--- config.mk ---
export PLATFORM = sky130hd
export DESIGN_NAME = ask_sym_src
export DESIGN_NICKNAME = d
export VERILOG_FILES = /design/src/rtl/ask_sym_src_pkg.sv /design/src/rtl/ask_sym_src_prbs15_2step.sv /design/src/rtl/ask_sym_src.sv
export SDC_FILE = /design/constraint.sdc
export NUM_CORES = 1
export LEC_CHECK = 0
export ABC_AREA = 0
export CAP_MARGIN = 20
export CORE_ASPECT_RATIO = 0.5
export CORE_UTILIZATION = 56
export CTS_CLUSTER_SIZE = 20
export DETAILED_ROUTE_END_ITERATION = 6
export GPL_TIMING_DRIVEN = 1
export PLACE_DENSITY = 0.84
export SETUP_SLACK_MARGIN = 0.1
export SYNTH_ARGS = -nofsm -noshare
export SYNTH_HDL_FRONTEND = slang
export SYNTH_HIERARCHICAL = 1
export SYNTH_SLANG_ARGS = --single-unit
export TNS_END_PERCENT = 1
--- constraint.sdc ---
create_clock -name sys_clk -period 5.52 [get_ports sys_clk]
set_input_delay 1.104 -clock sys_clk [delete_from_list [all_inputs] [get_ports sys_clk]]
set_output_delay 1.104 -clock sys_clk [all_outputs]
set_load 0.005 [all_outputs]
--- src/rtl/ask_sym_src_pkg.sv ---
// ask_sym_src_pkg: shared definitions for the 4-ASK symbol source and the
// PRBS15 generator (mode encodings, FSM states, Gray symbol codes, LFSR taps).
package ask_sym_src_pkg;

  localparam logic [1:0] MODE_OFF   = 2'b00;
  localparam logic [1:0] MODE_PRBS  = 2'b01;
  localparam logic [1:0] MODE_IMP   = 2'b10;
  localparam logic [1:0] MODE_CONST = 2'b11;

  typedef enum logic [1:0] {
    S_OFF,
    S_PRBS,
    S_IMP,
    S_CONST
  } state_t;

  // Gray codes for the four amplitude levels; idle symbols report 00
  localparam logic [1:0] GRAY_NEG3 = 2'b00;
  localparam logic [1:0] GRAY_NEG1 = 2'b01;
  localparam logic [1:0] GRAY_POS1 = 2'b11;
  localparam logic [1:0] GRAY_POS3 = 2'b10;
  localparam logic [1:0] GRAY_IDLE = 2'b00;

  // x^15 + x^14 + 1, Fibonacci form
  localparam int unsigned PRBS_LEN   = 15;
  localparam int unsigned PRBS_TAP_A = 14;
  localparam int unsigned PRBS_TAP_B = 13;

  function automatic logic [PRBS_LEN-1:0] prbs15_step(input logic [PRBS_LEN-1:0] s);
    return {s[PRBS_LEN-2:0], s[PRBS_TAP_A] ^ s[PRBS_TAP_B]};
  endfunction

endpackage

--- src/rtl/ask_sym_src_prbs15_2step.sv ---
// prbs15_2step: PRBS15 generator that advances two bits per enable.
// b1/b0 show the next two output bits (b1 first) from the current state,
// so the consumer uses them in the same cycle it asserts en.
module prbs15_2step
  import ask_sym_src_pkg::*;
#(
  parameter logic [PRBS_LEN-1:0] SEED = 15'h7FFF
) (
  input  logic sys_clk,
  input  logic rst,
  input  logic load,
  input  logic en,
  output logic b1,
  output logic b0
);

  logic [PRBS_LEN-1:0] lfsr_q;
  logic [PRBS_LEN-1:0] lfsr_d;
  logic [PRBS_LEN-1:0] lfsr_mid;

  // Two single-bit steps per enable; seed load has priority over stepping
  always_comb begin
    lfsr_mid = prbs15_step(lfsr_q);
    b1       = lfsr_q[PRBS_TAP_A];
    b0       = lfsr_mid[PRBS_TAP_A];
    lfsr_d   = lfsr_q;
    if (load) begin
      lfsr_d = SEED;
    end else if (en) begin
      lfsr_d = prbs15_step(lfsr_mid);
    end
  end

  // LFSR state register, reloads the seed on reset
  always_ff @(posedge sys_clk) begin
    if (rst) begin
      lfsr_q <= SEED;
    end else begin
      lfsr_q <= lfsr_d;
    end
  end

endmodule

--- src/rtl/ask_sym_src.sv ---
// ask_sym_src: 4-ASK / impulse / constant symbol source with upsampling to
// the sample rate, feeding the pulse-shaping filter input.
// Optional build macro ZOH_UPSAMPLE_EN: hold the symbol between boundaries
// (zero-order hold) instead of zero-stuffing.
module ask_sym_src
  import ask_sym_src_pkg::*;
#(
  parameter int                       WIDTH      = 18,
  parameter logic signed [WIDTH-1:0]  LEVEL_A    = 18'sd21845,
  parameter logic [PRBS_LEN-1:0]      LFSR_SEED  = 15'h7FFF,
  parameter int                       IMP_PERIOD = 64
) (
  input  logic                    sys_clk,
  input  logic                    rst,
  input  logic                    sam_clk_en,
  input  logic                    sym_clk_en,
  input  logic [1:0]              mode,
  output logic signed [WIDTH-1:0] x_out,
  output logic                    sym_strobe,
  output logic [1:0]              sym_bits
);

  localparam int CNT_W = (IMP_PERIOD > 2) ? $clog2(IMP_PERIOD) : 1;
  localparam logic signed [WIDTH-1:0] SMAX = {1'b0, {(WIDTH-1){1'b1}}};
  localparam logic signed [WIDTH-1:0] SMIN = {1'b1, {(WIDTH-1){1'b0}}};

  state_t state_q, state_d;

  logic                    sb;
  logic                    prbs_b1, prbs_b0, prbs_en;
  logic [CNT_W-1:0]        cnt_q, cnt_d, cnt_cur;
  logic                    enter_imp;
  logic signed [WIDTH+1:0] a_ext, a3_ext;
  logic signed [WIDTH-1:0] lvl_1, lvl_3;
  logic signed [WIDTH-1:0] sym_val;
  logic [1:0]              sym_bits_val;
  logic signed [WIDTH-1:0] x_q, x_d;
  logic                    strobe_q, strobe_d;
  logic [1:0]              bits_q, bits_d;

  assign sb      = sam_clk_en & sym_clk_en;
  assign prbs_en = sb && (state_d == S_PRBS);

  prbs15_2step #(
    .SEED(LFSR_SEED)
  ) u_prbs (
    .sys_clk(sys_clk),
    .rst    (rst),
    .load   (1'b0),
    .en     (prbs_en),
    .b1     (prbs_b1),
    .b0     (prbs_b0)
  );

  // Amplitude levels: 3a formed with two guard bits, then saturated to WIDTH
  always_comb begin
    a_ext  = {{2{LEVEL_A[WIDTH-1]}}, LEVEL_A};
    a3_ext = (a_ext <<< 1) + a_ext;
    lvl_1  = LEVEL_A;
    if (a3_ext > SMAX) begin
      lvl_3 = SMAX;
    end else if (a3_ext < SMIN) begin
      lvl_3 = SMIN;
    end else begin
      lvl_3 = a3_ext[WIDTH-1:0];
    end
  end

  // FSM state register
  always_ff @(posedge sys_clk) begin
    if (rst) begin
      state_q <= S_OFF;
    end else begin
      state_q <= state_d;
    end
  end

  // Next state: mode is sampled only at a symbol boundary
  always_comb begin
    state_d = state_q;
    if (sb) begin
      case (mode)
        MODE_OFF:   state_d = S_OFF;
        MODE_PRBS:  state_d = S_PRBS;
        MODE_IMP:   state_d = S_IMP;
        MODE_CONST: state_d = S_CONST;
        default:    state_d = S_OFF;
      endcase
    end
  end

  // Symbol value and Gray bits; decoded from state_d so the symbol at the
  // boundary where the mode changes already follows the new mode
  always_comb begin
    enter_imp    = (state_d == S_IMP) && (state_q != S_IMP);
    cnt_cur      = enter_imp ? '0 : cnt_q;
    sym_val      = '0;
    sym_bits_val = GRAY_IDLE;
    case (state_d)
      S_PRBS: begin
        sym_bits_val = {prbs_b1, prbs_b0};
        case ({prbs_b1, prbs_b0})
          GRAY_NEG3: sym_val = -lvl_3;
          GRAY_NEG1: sym_val = -lvl_1;
          GRAY_POS1: sym_val = lvl_1;
          default:   sym_val = lvl_3;
        endcase
      end
      S_IMP: begin
        if (cnt_cur == '0) begin
          sym_val      = lvl_3;
          sym_bits_val = GRAY_POS3;
        end
      end
      S_CONST: begin
        sym_val      = lvl_3;
        sym_bits_val = GRAY_POS3;
      end
      default: begin
        sym_val      = '0;
        sym_bits_val = GRAY_IDLE;
      end
    endcase
  end

  // Upsampling datapath and impulse counter next values
  always_comb begin
    x_d      = x_q;
    strobe_d = sb;
    bits_d   = bits_q;
    cnt_d    = cnt_q;
    if (sb) begin
      x_d    = sym_val;
      bits_d = sym_bits_val;
      if (state_d == S_IMP) begin
        cnt_d = (cnt_cur == CNT_W'(IMP_PERIOD - 1)) ? '0 : cnt_cur + CNT_W'(1);
      end
    end else if (sam_clk_en) begin
`ifdef ZOH_UPSAMPLE_EN
      x_d = x_q;
`else
      x_d = '0;
`endif
    end
  end

  // Output and counter registers
  always_ff @(posedge sys_clk) begin
    if (rst) begin
      x_q      <= '0;
      strobe_q <= 1'b0;
      bits_q   <= '0;
      cnt_q    <= '0;
    end else begin
      x_q      <= x_d;
      strobe_q <= strobe_d;
      bits_q   <= bits_d;
      cnt_q    <= cnt_d;
    end
  end

  assign x_out      = x_q;
  assign sym_strobe = strobe_q;
  assign sym_bits   = bits_q;

endmodule

==> metrics.txt <==
Cell Area, Synth 1540 um2; Fin Setup TNS 0 ns; placed cells 209; via count 1110; Worst setup SP type input port; DRT Pass-1 Iters 4; post-synthesis sequential area ratio 39.0%; routed length per instance 13.1 um; Inserted Clock Buffers 5; drt total wl 2.85 mm; Worst Setup End Kind flip-flop; Tmin final 3.32 ns; Clock Skews 0.00704 ns; Max Fclk 0.301 GHz; PortBufs 26; vias in the first global route 921; # Max-Cap Violations 0; Setup Buffers After CTS 0; Fillers 212; Root Driver clkbuf_8; P per Cell Area 251 nW/um2; Post-synth EDFFs 0; Final #Nets 191; initial drt markers 99; FF+latch area 601 um2; Top Ports 27; gpl congestion 0.783; HPWL after detailed placement 1.88 mm; die area 2980 um2; Max FO, Critical Path 8; area of the multi-input gates 762 um2; share of flip-flops with an asynchronous set or reset 0%; RSZ-0062 raised after global routing no; Final ANT Viol Nets 0; CP required 5.73 ns; initial antenna violation count 0; Crit Path Class in2reg; Synth Instances 164; CTS H-tree depth 2; CTS Buffer Depth 2; Netlist cell types 40; # diodes 0; effective utilization at floorplan 59.2%; Worst Hold Class reg2reg; worst-margin pin slew 0.815 ns; CTS tree yes; crit path DAT 3.53 ns; row count 13; Area Growth Syn to Fin 16.2%; via density per instance 5.12; hold buffers post-CTS 0; CORE AREA 2600 um2; total gr overflow 0; final setup violation count 0; VDD IR-drop max 0.000203 V; Max-slew headroom 45.5%; Sink Count 30; Design Power 0.449 mW; post-route insts no fill 217; share of layout cells above drive strength 1 10.6%; post_cts resized 0; Ys Warns 6; Leak 0.671 nW; Clock transition at path regs 0.07 ns; Clock Latency Late Sink 0.28 ns; most frequent CP cell nand2_1; DR DRC count 0; die width 76.2 um; GRT Total Usage 20.2%; Syn Area/Cell 9.40 um2; slowest CP cell clkdlybuf4s50_1; crit-path cells clkdlybuf4s50_1, and4b_1, nand2_1, nand2_1, inv_1, ha_1, and3_1, a2111oi_4, a41oi_1, a31oi_1; FF+latch count, synth 30; prevailing post-synth register cell dfxtp_1; outcome complete, no violations; period utilization 60.1%; largest net degree at the start of global routing 20; Die Span Y 39.1 um; Final Hold Viols 0; Final Slew Violations 0; CP peak stage delay 0.69 ns; wire length of the first global-routing pass 4.34 mm
## routing by layer
metal	wire (um)	part of all wire, %	track usage (%)	vias up
met1	1390	49	23.2	500
met2	1320	46	35.0	18
met5	0	0	0	-
met3	93	3.3	7.29	6
li1	-	-	-	586
met4	47	1.6	10.1	0
## synthesized netlist by cell type, drive strengths merged (4+ instances only)
cell	n	area (um2)
a21oi	8	40.0
a31oi	6	37.5
buf	18	155
dfxtp	30	601
ha	6	75.1
inv	6	22.5
mux2i	13	130
nand2	29	111
nor2	9	36.3
o21ai	4	31.3
## stage by stage
step / utilization [%] / setup WS, ns / area (um2) / hold slack, ns
floorplan: - / 2.65 / 1550 / 0.440
global placement: 65.3 / 2.04 / 1700 / 0.448
detailed placement: 65.3 / 1.96 / 1700 / 0.460
CTS: 68.8 / 2.24 / 1790 / 0.469
global route: 68.8 / 2.03 / 1790 / 0.489
finish: 68.8 / 2.20 / 1790 / 0.467
## path summary, 6_finish.rpt
path | start | to | slack, ns | depth (start not counted)
max | mode[1] | cnt_q[5] | 2.20 | 10
max reg2reg | state_q[0] | cnt_q[5] | 3.50 | 9
min reg2reg | state_q[0] | state_q[0] | 0.47 | 2
min | state_q[0] | state_q[0] | 0.47 | 2
## worst max-delay path, delay by kind of cell
kind / cells / cell delay, ns
AO/OA/AOI/OAI: 3 / 0.68
adder cells (fa/ha/maj): 1 / 0.21
AND/OR/NAND/NOR: 4 / 0.82
buffers and inverters: 2 / 0.74
## kinds of logic (layout without fill, tap and decap cells)
kind of cell	count (synthesis)	count (layout)	share of synthesized area (%)
compound gates	30	30	15.3
xor+xnor	2	2	1.14
fa+ha+maj	6	6	4.87
buf+inv	27	41	12.4
flops	30	30	39.0
mux	13	13	8.44
other cells	1	3	0.243
simple gates	55	55	18.6
## final cells by class
type / instances / share of cell area (%)
clock inverters: 1 / 0.280
flip-flops and latches: 30 / 33.5
inverters: 6 / 1.26
multi-input cells: 109 / 42.6
clock buffers: 7 / 4.82
repair buffers: 27 / 15.0
well taps: 37 / 2.59
## flip-flops by register name, summed over array words and instances (netlist names)
register and flops:
sym_strobe 1, u_prbs/lfsr_q 15, state_q 2, cnt_q 6, x_out 4, sym_bits 2
## report_power, final
group / switching [mW] / internal [mW]
Sequential: 0.00324 / 0.220
Clock: 0.0827 / 0.100
Combinational: 0.0207 / 0.0222
Total: 0.107 / 0.343
## cell usage in the layout, fill, tap and decap left out, drive strengths merged, types with 4 or more instances in the layout
cell,Yosys,final
ha,6,6
clkdlybuf4s50,0,26
a21oi,8,8
nor2,9,9
inv,6,6
a31oi,6,6
mux2i,13,13
dfxtp,30,30
nand2,29,29
clkbuf,3,7
o21ai,4,4
Power figures use the tool's default switching activity.
